[src/rtl/line_buffer_responder.sv]
// Single-line write-back buffer between a CPU port and a 256-bit lower memory.
// The buffer holds one line. A miss on a dirty line writes it back before the fill.
module line_buffer_responder (
  input  logic         clk,
  input  logic         rst_n,
  input  logic         read,
  input  logic         write,
  input  logic [3:0]   wmask,
  input  logic [31:0]  address,
  input  logic [31:0]  wdata,
  output logic         resp,
  output logic [31:0]  rdata,
  output logic         pmem_read,
  output logic         pmem_write,
  output logic [31:0]  pmem_address,
  output logic [255:0] pmem_wdata,
  input  logic         pmem_resp,
  input  logic [255:0] pmem_rdata
);

  typedef enum logic [1:0] {IDLE, WB, FILL, RESPOND} state_t;

  state_t         state, state_nxt;
  logic [255:0]   line;
  logic [26:0]    tag;
  logic           valid;
  logic           dirty;
  logic           hit;
  logic [2:0]     word_sel;
  logic [31:0]    cur_word;
  logic           addr_lo_unused;

  function automatic logic [31:0] merge_bytes(input logic [31:0] old_w,
                                              input logic [31:0] new_w,
                                              input logic [3:0]  mask);
    logic [31:0] r;
    r = old_w;
    for (int i = 0; i < 4; i++) begin
      if (mask[i]) r[8*i +: 8] = new_w[8*i +: 8];
    end
    return r;
  endfunction

  assign word_sel       = address[4:2];
  assign cur_word       = line[{word_sel, 5'b00000} +: 32];
  assign hit            = valid && (tag == address[31:5]);
  assign addr_lo_unused = ^address[1:0];

  always_ff @(posedge clk or negedge rst_n) begin
    if (!rst_n) state <= IDLE;
    else        state <= state_nxt;
  end

  always_comb begin
    state_nxt    = state;
    resp         = 1'b0;
    rdata        = '0;
    pmem_read    = 1'b0;
    pmem_write   = 1'b0;
    pmem_address = '0;
    pmem_wdata   = '0;
    case (state)
      IDLE: begin
        if (read || write) begin
          if (hit)                state_nxt = RESPOND;
          else if (valid && dirty) state_nxt = WB;
          else                    state_nxt = FILL;
        end
      end
      WB: begin
        pmem_write   = 1'b1;
        pmem_address = {tag, 5'b00000};
        pmem_wdata   = line;
        if (pmem_resp) state_nxt = FILL;
      end
      FILL: begin
        pmem_read    = 1'b1;
        pmem_address = {address[31:5], 5'b00000};
        if (pmem_resp) state_nxt = RESPOND;
      end
      RESPOND: begin
        resp      = 1'b1;
        rdata     = cur_word;
        state_nxt = IDLE;
      end
      default: state_nxt = IDLE;
    endcase
  end

  // Line storage: the write merge lands on the edge that closes RESPOND, so
  // rdata in that cycle still shows the pre-write word.
  always_ff @(posedge clk or negedge rst_n) begin
    if (!rst_n) begin
      line  <= '0;
      tag   <= '0;
      valid <= 1'b0;
      dirty <= 1'b0;
    end else begin
      case (state)
        WB: begin
          if (pmem_resp) dirty <= 1'b0;
        end
        FILL: begin
          if (pmem_resp) begin
            line  <= pmem_rdata;
            tag   <= address[31:5];
            valid <= 1'b1;
            dirty <= 1'b0;
          end
        end
        RESPOND: begin
          if (write) begin
            line[{word_sel, 5'b00000} +: 32] <= merge_bytes(cur_word, wdata, wmask);
            dirty <= 1'b1;
          end
        end
        default: ;
      endcase
    end
  end

endmodule

[config.mk]
export PLATFORM = sky130hd
export DESIGN_NAME = line_buffer_responder
export DESIGN_NICKNAME = d
export VERILOG_FILES = /design/src/rtl/line_buffer_responder.sv
export SDC_FILE = /design/constraint.sdc
export NUM_CORES = 1
export LEC_CHECK = 0
export ABC_AREA = 1
export BUFFER_PORTS_ARGS = -buffer_cell sky130_fd_sc_hd__buf_2
export CAP_MARGIN = 0
export CORE_AREA = 2 2 256 258
export DETAILED_ROUTE_END_ITERATION = 12
export DIE_AREA = 0 0 258 260
export PLACE_DENSITY_LB_ADDON = 0.05
export SLEW_MARGIN = 20
export SYNTH_ARGS = -nofsm -noshare
export SYNTH_HDL_FRONTEND = slang
export SYNTH_SLANG_ARGS = --single-unit
export TNS_END_PERCENT = 10
[constraint.sdc]
create_clock -name clk -period 2.45 [get_ports clk]
set_input_delay 0.245 -clock clk [delete_from_list [all_inputs] [get_ports clk]]
set_output_delay 0.245 -clock clk [all_outputs]
set_load 0.02 [all_outputs]
Yosys cells after proc, flatten, opt, wreduce, memory -nomap -nowiden
Index checks and enable logic that the tools add are counted.
{ "classes": {"addsub": 1, "n_eq_ne": 9, "shift": 3, "mux": 31, "reduce_logical": 11} }
{ "op_table": {"columns": ["operator", "n"], "rows": [
  ["256-bit 2-to-1 mux", 3],
  ["256-bit one-hot mux with 2 select lines", 1],
  ["256-bit bitwise mux", 1],
  ["32-bit by 10-bit variable shift with 256-bit output, first input constant", 1],
  ["256-bit by 9-bit indexed part select with 32-bit output", 1],
  ["32-bit by 10-bit indexed part select with 256-bit output", 1],
  ["8-bit 2-to-1 mux", 12],
  ["32-bit one-hot mux with 2 select lines", 1],
  ["32-bit 2-to-1 mux", 1],
  ["27-bit equality test", 1],
  ["2-bit 2-to-1 mux", 5],
  ["8-bit negation with 10-bit output", 1],
  ["3-bit AND reduction", 3],
  ["2-bit inequality test, second input constant", 4],
  ["2-bit one-hot mux with 4 select lines", 1],
  ["1-bit 2-to-1 mux", 5],
  ["2-bit equality test, second input constant", 2],
  ["2-bit nonzero test", 2],
  ["2-bit by 1-bit equality test with 1-bit output, second input constant", 1],
  ["1-bit logical AND", 2],
  ["2-bit zero test", 1],
  ["2-bit by 1-bit inequality test with 1-bit output, second input constant", 1],
  ["1-bit one-hot mux with 2 select lines", 1],
  ["2-bit AND reduction", 1],
  ["2 further kinds", 2]
]} }
{ "word_totals": {"reg_bits": 287, "in_bits": 329, "output_inout_bits": 323, "elab_cells": 60} }

Longest topological paths before layout
Gate-level depths: netlist of run 1.
{ "logic_depth": {"word_depth": 8, "ltp_mapped": 14, "mapped_depth_nobuf": 11} }

Worst setup path before layout of run 1
OpenSTA, ideal clock, no wires.
{ "synth_path": {"path_type": "input-to-reg", "startpoint": "input address[2]", "endpoint": "register line[130]", "setup_time_ns": 0.077, "arrival_ns": 2.224, "required_ns": 2.373, "slack_ns": 0.149, "path_stages": 12, "n_path_buf": 3, "path_cell_list": "inv_1 -> buf_2 -> clkbuf_1 -> ha_1 -> ha_1 -> inv_1 -> nor2_1 -> nand3_1 -> nor2_1 -> clkbuf_1 -> nand3_1 -> a21oi_1"} }
{ "synth_via": {"elab_chain_cells": 8, "word_cells_on_any_way": 19, "cone_classes": "add/sub (1); shift (3); mux (15)"} }
{ "synth_rtl": {"columns": ["item", "line", "text"], "rows": [
  ["start: declaration", "9", "input logic [31:0] address,"],
  ["256-bit by 9-bit indexed part select with 32-bit output", "45", "assign cur_word = line[{word_sel, 5'b00000} +: 32];"],
  ["8-bit 2-to-1 mux", "39", "if (mask[i]) r[8*i +: 8] = new_w[8*i +: 8];"],
  ["8-bit 2-to-1 mux", "112", "if (write) begin"],
  ["8-bit 2-to-1 mux", "99", "case (state)"],
  ["32-bit by 10-bit indexed part select with 256-bit output", "113", "line[{word_sel, 5'b00000} +: 32] <= merge_bytes(cur_word, wdata, wmask);"],
  ["256-bit bitwise mux (*)", "113", null],
  ["256-bit 2-to-1 mux (*)", "112", null],
  ["256-bit one-hot mux with 2 select lines (*)", "99", null],
  ["end signal: assignment", "105", "line <= pmem_rdata;"],
  ["end signal: indexed assignment", "113", null],
  ["end: declaration", "24", "logic [255:0] line;"]
]} }
Every way passes the cells marked *; elsewhere a longest branch is shown, timed or not. The select of a mux whose other input is x is not followed.
A chain may end at the register's enable or synchronous reset.

Final worst setup path of run 1
{ "layout_path": {"startpoint": "register state[0]", "endpoint": "output rdata[23]"} }
{ "layout_via": {"elab_chain_cells": 2} }
{ "layout_rtl": {"columns": ["item", "line", "text"], "rows": [
  ["start: declaration", "23", "state_t state, state_nxt;"],
  ["start signal: assignment", "51", "else state <= state_nxt;"],
  ["2-bit equality test", "62", "case (state)"],
  ["32-bit 2-to-1 mux", "62", null],
  ["end: declaration", "12", "output logic [31:0] rdata,"]
]} }
Every way passes these cells.

==> results of run 1 <==
[critical path: stages (launching register included)]
cell	delay, ns
dfrtp_1	0.44
ha_2	0.28
inv_8	0.09
buf_16	0.21
nor2_2	0.27
buf_2	0.21
[Yosys cell counts]
cell	number	share of area
a21oi_1	510	0.13
a21oi_4	1	0.00081
a22oi_1	32	0.012
buf_1	23	0.0043
buf_2	43	0.011
buf_4	27	0.010
clkbuf_1	157	0.029
conb_1	1	0.00019
dfrtp_1	287	0.36
ha_1	9	0.0056
inv_1	490	0.091
inv_2	9	0.0017
mux2_2	13	0.0073
nand2_1	829	0.15
nand2_4	8	0.0045
nand3_1	230	0.057
nand4_1	193	0.060
nor2_1	287	0.054
nor2_2	1	0.00031
nor3_1	4	0.0010
o211ai_1	1	0.00037
o21ai_0	28	0.0070
o22ai_1	1	0.00031
o31ai_1	2	0.00075
xnor2_1	3	0.0013
xor2_1	3	0.0013
[report_power, final]
part	switching, mW	internal [mW]	total [mW]	leakage [nW]
Combinational	14.2	7.18	21.3	12.1
Sequential	2.26	7.28	9.54	3.24
Clock	2.36	3.56	5.92	0.618
Total	18.8	18.0	36.8	16.0
[routing by layer]
metal | vias to the layer above | routed length, um | track usage
li1 | 11700 | - | -
met3 | 219 | 8360 | 0.0453
met5 | - | 0 | 0
met1 | 12500 | 47400 | 0.428
met4 | 0 | 5130 | 0.144
met2 | 1250 | 55100 | 0.552
[worst max path at each step]
stage	slack [ns]	cells past startpoint	startpoint	end
floorplan	0.15	12	address[2]	line[130]
global placement	0.08	13	address[2]	line[102]
detailed placement	0.04	13	address[3]	line[98]
CTS	0.003	7	state[1]	pmem_wdata[181]
global route	-0.01	6	state[0]	pmem_address[14]
finish	0.07	5	state[0]	rdata[23]
[final cells by class]
class	count	share of cell area
Multi-Input combinational cell	2160	0.357
Timing Repair Buffer	953	0.240
Sequential cell	287	0.254
Tap cell	855	0.0378
Antenna cell	2	0.000177
Clock inverter	5	0.00354
Clock buffer	63	0.0413
Inverter	499	0.0665
[timing repair]
action                                  in CTS  in global routing
resized for setup                            8                 13
buffers inserted                             2                  1
endpoints found under the setup margin      88                 72
hold buffers                               158                  0
gates cloned                                 1                  3
endpoints found under the hold margin      214                  0
[logic make-up after synthesis]
family          count (synthesis)  share of synthesized area
simple gates                 1552                      0.331
buf+inv                       749                      0.148
compound gates                575                      0.148
flops                         287                      0.357
mux                            13                    0.00728
fa+ha+maj                       9                    0.00560
xor+xnor                        6                    0.00261
other cells                     1                   0.000187
[sequential cells by signal (all words and copies together), names as in the netlist]
signal	cells
tag	27
valid	1
line	256
dirty	1
state	2
[through the flow]
| stage | hold slack, ns | worst slack, ns | area (um^2) |
|---|---|---|---|
| floorplan | -0.0506 | 0.149 | 20100 |
| global placement | 0.267 | 0.0831 | 25200 |
| detailed placement | 0.284 | 0.0357 | 25200 |
| CTS | 0.000167 | 0.00250 | 28200 |
| global route | 0.00454 | -0.0102 | 28300 |
| finish | 0.0133 | 0.0655 | 28300 |
==> out/qor.txt, run 1 <==
Status = finished, final reports clean
CP required = 2.20 ns
Gpl congestion = 0.939
Vias = 25,600
Max-slew headroom = 0.475
CTS root buf = clkbuf_16
Wirelength per Cell = 24.1 um
Hold Path End = line[24]
RSZ-0062 raised after global routing = true
Sequential area share after synthesis = 0.357
Hold path cells = 3
Number of library cell types mapped by synthesis = 26
Clock Latency Late Sink = 0.57 ns
Max clock buf depth = 3
Crit-path max FO = 55
Worst Clk Skew = 0.0164 ns
Largest net degree at the start of global routing = 129
Vias per inst = 5.31
Setup TNS = 0 ns
Fin crit period = 2.38 ns
Pleak = 16.0 nW
Final Cycle Share = 0.973
Worst r2r path cells = 11
Total chip power = 36.8 mW
Starting density of the core = 0.314
Worst R2R End = line[98]
Reg clk slew, reported paths = 0.06 ns
Cell count after synthesis = 3,192
Cell Rows = 93
Detailed Place HPWL = 81,800 um
Commonest non-fill, non-tap cells in the layout = nand2_1 (828), buf_2 (640), a21oi_1 (509)
Critical Path Source Type = flop
Nets = 4,279
Multi-input logic area = 0.0101 mm^2
CTS sink count = 287
Total CTS buffers = 40
Core footprint = 0.0641 mm^2
First-pass GRT wire length = 166,000 um
Ys Warns = 0
Final Non-Filler Cells = 4,824
Number of synthesized register bits = 287
Flop2flop setup slack = 0.10 ns
Sequential cell area = 0.00718 mm^2
GRT Total Usage = 0.331
Final WL = 116,000 um
CTS tree = built
Final core occ = 0.441
IO buf count = 644
Max cap viols = 0
Hold path startpoint = pmem_rdata[24]
Vias in the first global route = 25,300
Crit Path Class = reg -> out
Worst VDD drop = 0.612 mV
Fmax = 419 MHz
Overall die height = 260 um
# H-tree levels = 2
DRT iter0 DRCs = 2,408
Slew Viols, Final = 0
Placed insts = 4,589
Drt pass-1 iters = 5
Crit Reg-Reg Startpoint = state[0]
Number of remaining DRC errors = 0
Layout cells sized above 1 = 0.228
Final-report hold violation count = 0
Worst Max-Slew Pin Slew = 0.787 ns
Syn Std Cell Area = 0.0201 mm^2
Post-route ant nets = 0
# fillers = 6,998
Post-Syn Area per Cell = 6.30 um^2
Congestion Overflow GR = 0
Worst Setup End Kind = output port
Commonest non-fill, non-tap cell in the layout = nand2_1
Setup violators final = 0
Tightest Hold Check Type = in -> reg
DIE WIDTH = 258 um
Worst EP arrival = 2.14 ns
Num ports = 652
PD cells = 1300 mW/mm^2
Synth-to-layout area growth = 40.8%
Initial antenna violation count = 3
Die area = 0.0671 mm^2
Note: power is estimated with default switching activity, not from simulation.
==> inputs of run 2 (changes only) <==
--- a/config.mk
+++ b/config.mk
@@ -5,12 +5,11 @@
 export SDC_FILE = /design/constraint.sdc
 export NUM_CORES = 1
 export LEC_CHECK = 0
-export ABC_AREA = 1
 export BUFFER_PORTS_ARGS = -buffer_cell sky130_fd_sc_hd__buf_2
 export CAP_MARGIN = 0
-export CORE_AREA = 2 2 256 258
+export CORE_AREA = 2 2 253 255
 export DETAILED_ROUTE_END_ITERATION = 12
-export DIE_AREA = 0 0 258 260
+export DIE_AREA = 0 0 255 257
 export PLACE_DENSITY_LB_ADDON = 0.05
 export SLEW_MARGIN = 20
 export SYNTH_ARGS = -nofsm -noshare
==> run 2 against run 1 <==
  * The run now ends with negative setup slack left
  * Cell area grew 0.15%
  * Hold slack gained 0.015 ns
  * Clock-buffer cell count is 6 lower
  * First-iteration DRC count down 28%
  * Critical path type unchanged
  * Critical endpoint is now rdata[14]
  * Largest power group unchanged
  * Highest routed layer is now met5
==> out/qor.txt, run 2 <==
Max clock buf depth = 3 (unchanged)
Max-slew headroom = 0.488 (+0.0132)
CTS sink count = 287 (unchanged)
Met2 global-route usage = 0.449 (-0.102)
PD cells = 1180 mW/mm^2 (-9.4%)
GRT Total Usage = 0.299 (-0.0318)
Simple-gate share of the synthesized area = 0.234 (-0.0978)
Post-route ant nets = 0 (unchanged)
DIE WIDTH = 255 um (-1.2%)
Worst R2R End = line[179]
Post-synth top cells = and2_1 (289), dfrtp_1 (287), nand2_1 (209)
Fmax = 401 MHz (-4.4%)
Nets = 3,191 (-25%)
Biggest register = line
Worst r2r path cells = 8 (-3)
DRT iter0 DRCs = 1,723 (-28%)
Main synth FF type = dfrtp_1
Worst VDD drop = 0.545 mV (-11%)
Critical Path Source Type = flop
Layout cells sized above 1 = 0.382 (+0.153)
Num ports = 652 (unchanged)
Vias in the first global route = 20,100 (-20%)
IO buf count = 644 (unchanged)
Critical Path Start = line[174]
Met1 Track Usage GR = 0.422 (-0.00608)
Post-synth EDFFs = 0 (unchanged)
Biggest area consumer among synthesized cells = dfrtp_1
CTS root buf = clkbuf_16
Tightest Hold Check Type = in -> reg
Worst Clk Skew = 0.0214 ns (+0.00501 ns)
Overall die height = 257 um (-1.2%)
Syn Std Cell Area = 0.0186 mm^2 (-7.6%)
Number of synthesized register bits = 287 (unchanged)
Post-Syn Area per Cell = 9.77 um^2 (+55%)
Slew Viols, Final = 0 (unchanged)
CTS tree = built
Complex-gate fraction of the synthesized area = 0.192 (+0.0440)
Regs by FF count = line x256, tag x27, state x2
Final Cycle Share = 1.02 (+0.0452)
Busiest grt layer = met2
First-pass GRT wire length = 144,000 um (-14%)
GR Util met3 = 0.0684 (+0.0231)
Flop2flop setup slack = 0.11 ns (about the same)
Final WS setup = -0.0453 ns (-0.111 ns)
Drt pass-1 iters = 8 (+3)
Hold path startpoint = pmem_rdata[187]
Core footprint = 0.0627 mm^2 (-2.2%)
Max FFs per register = 256 (unchanged)
Vias = 20,200 (-21%)
Ys Warns = 0 (unchanged)
Final WL = 100,000 um (-13%)
Gpl congestion = 0.920 (-2.1%)
Failing checks = negative setup slack
Worst EP arrival = 2.25 ns (+0.11 ns)
Ys async rst share = 1.00 (unchanged)
Initial antenna violation count = 22 (+19)
Detailed Place HPWL = 73,700 um (-10%)
Count leader, synth = and2_1
Cell count after synthesis = 1,903 (-40%)
Crit Path Class = reg -> out
Hold Path End = line[187]
Post-synthesis adder-cell area fraction = 0.00606 (+0.000458)
Pleak = 13.3 nW (-17%)
Number of remaining DRC errors = 0 (unchanged)
Worst Max-Slew Pin Slew = 0.763 ns (-0.0240 ns)
Setup violators final = 8 (+8)
Total CTS buffers = 39 (-2.5%)
Hold path cells = 3 (unchanged)
Die area = 0.0655 mm^2 (-2.3%)
Fin crit period = 2.50 ns (+0.111 ns)
Vias per inst = 5.40 (+1.6%)
Starting density of the core = 0.296 (-0.0173)
Total chip power = 33.4 mW (-9.3%)
Hold WS = 0.0287 ns (+0.0154 ns)
Largest net degree at the start of global routing = 88 (-32%)
Status = finished with violations
Reg clk slew, reported paths = 0.06 ns (about the same)
Wirelength per Cell = 26.9 um (+12%)
Synth-to-layout area growth = 52.5%
CP required = 2.20 ns (about the same)
Dominant combinational cell family by area after synthesis = simple AND/OR/NAND/NOR gates
Post-Synth XOR/XNOR Area = 0.0127 (+0.0101)
Final-report hold violation count = 0 (unchanged)
Commonest non-fill, non-tap cells in the layout = buf_2 (623), and2_1 (271), dfrtp_1 (267)
Commonest non-fill, non-tap cell in the layout = buf_2
Top-area cell type share of the netlist area = 0.386 (+0.0292)
RSZ-0062 raised after global routing = true
Congestion Overflow GR = 0 (unchanged)
Clock Latency Late Sink = 0.55 ns (-0.02 ns)
# H-tree levels = 2 (unchanged)
Number of library cell types mapped by synthesis = 55 (+110%)
Worst Setup End Kind = output port
Crit Reg-Reg Startpoint = state[0]
Sequential area share after synthesis = 0.386 (+0.0292)
Cell Rows = 92 (-1.1%)
Max cap viols = 0 (unchanged)
Synth top area cells = dfrtp_1 (39%), and2_1 (9.7%), mux4_2 (6.3%)
Crit-path max FO = 4 (-93%)
Mux share of post-synthesis cell area = 0.116 (+0.109)
run 2: area by class of cell:
cell class / count / area (um^2)
clock inverter: 9 / 75.1
sequential: 287 / 7210
timing repair buffer: 1089 / 8100
fill: 6243 / 34400
clock buffer: 57 / 1130
inverter: 36 / 135
multi-input combinational: 1400 / 10600
antenna: 13 / 32.5
tap: 846 / 1060
run 2: critical path: stages, from the launching register on:
cell and delay [ns]:
dfrtp_2 0.47, mux4_2 0.57, mux2_4 0.33, and2_1 0.16, buf_2 0.16
run 2: routing by layer:
| metal | vias to the layer above | wire length, um |
|---|---|---|
| li1 | 8913 | - |
| met4 | 10 | 3420 |
| met5 | - | 69 |
| met3 | 152 | 8260 |
| met2 | 968 | 44400 |
| met1 | 10100 | 44300 |
run 2: what timing repair did:
action	in CTS	in global routing
endpoints found under the hold margin	327	0
cloned	3	0
hold buffers	256	0
gates resized for setup	42	63
pin swaps	0	1
setup buffers	6	10
setup endpoints to repair	308	91
run 2: worst max-delay path by stage:
stage | end | slack, ns | cells past startpoint
final | rdata[14] | -0.05 | 4
after global routing | rdata[13] | -0.08 | 4
after CTS | rdata[15] | -0.09 | 4
after detailed placement | line[63] | -0.27 | 7
after global placement | line[61] | -0.13 | 7
after floorplan | line[144] | -0.02 | 13
run 2: cells by family (layout without fill, tap and decap cells):
kind of cell             after synthesis  after routing
buffers and inverters                220           1191
other                                  1             18
multiplexers                         124            124
adder cells (fa/ha/maj)                9              9
XOR/XNOR                              27             27
AO/OA/AOI/OAI                        466            466
flip-flops                           287            287
AND/OR/NAND/NOR                      769            769
run 2: metrics by stage:
stage / TNS, ns / cells / setup WS, ns / instance area (um^2) / utilization
2_1_floorplan: -0.856 / 1907 / -0.0152 / 18600 / -
3_3_place_gp: -2.03 / 3385 / -0.130 / 24100 / 0.384
3_5_place_dp: -4.43 / 3385 / -0.270 / 24100 / 0.384
4_1_cts: -0.904 / 3714 / -0.0875 / 28100 / 0.447
5_1_grt: -1.40 / 3729 / -0.0789 / 28300 / 0.452
6_report: -0.179 / 3737 / -0.0453 / 28300 / 0.452
run 2: report_power, final:
| part | switching (mW) | total [mW] | internal (mW) |
|---|---|---|---|
| logic | 10.5 | 18.8 | 8.33 |
| clock network | 2.27 | 5.54 | 3.27 |
| registers | 2.12 | 9.03 | 6.91 |
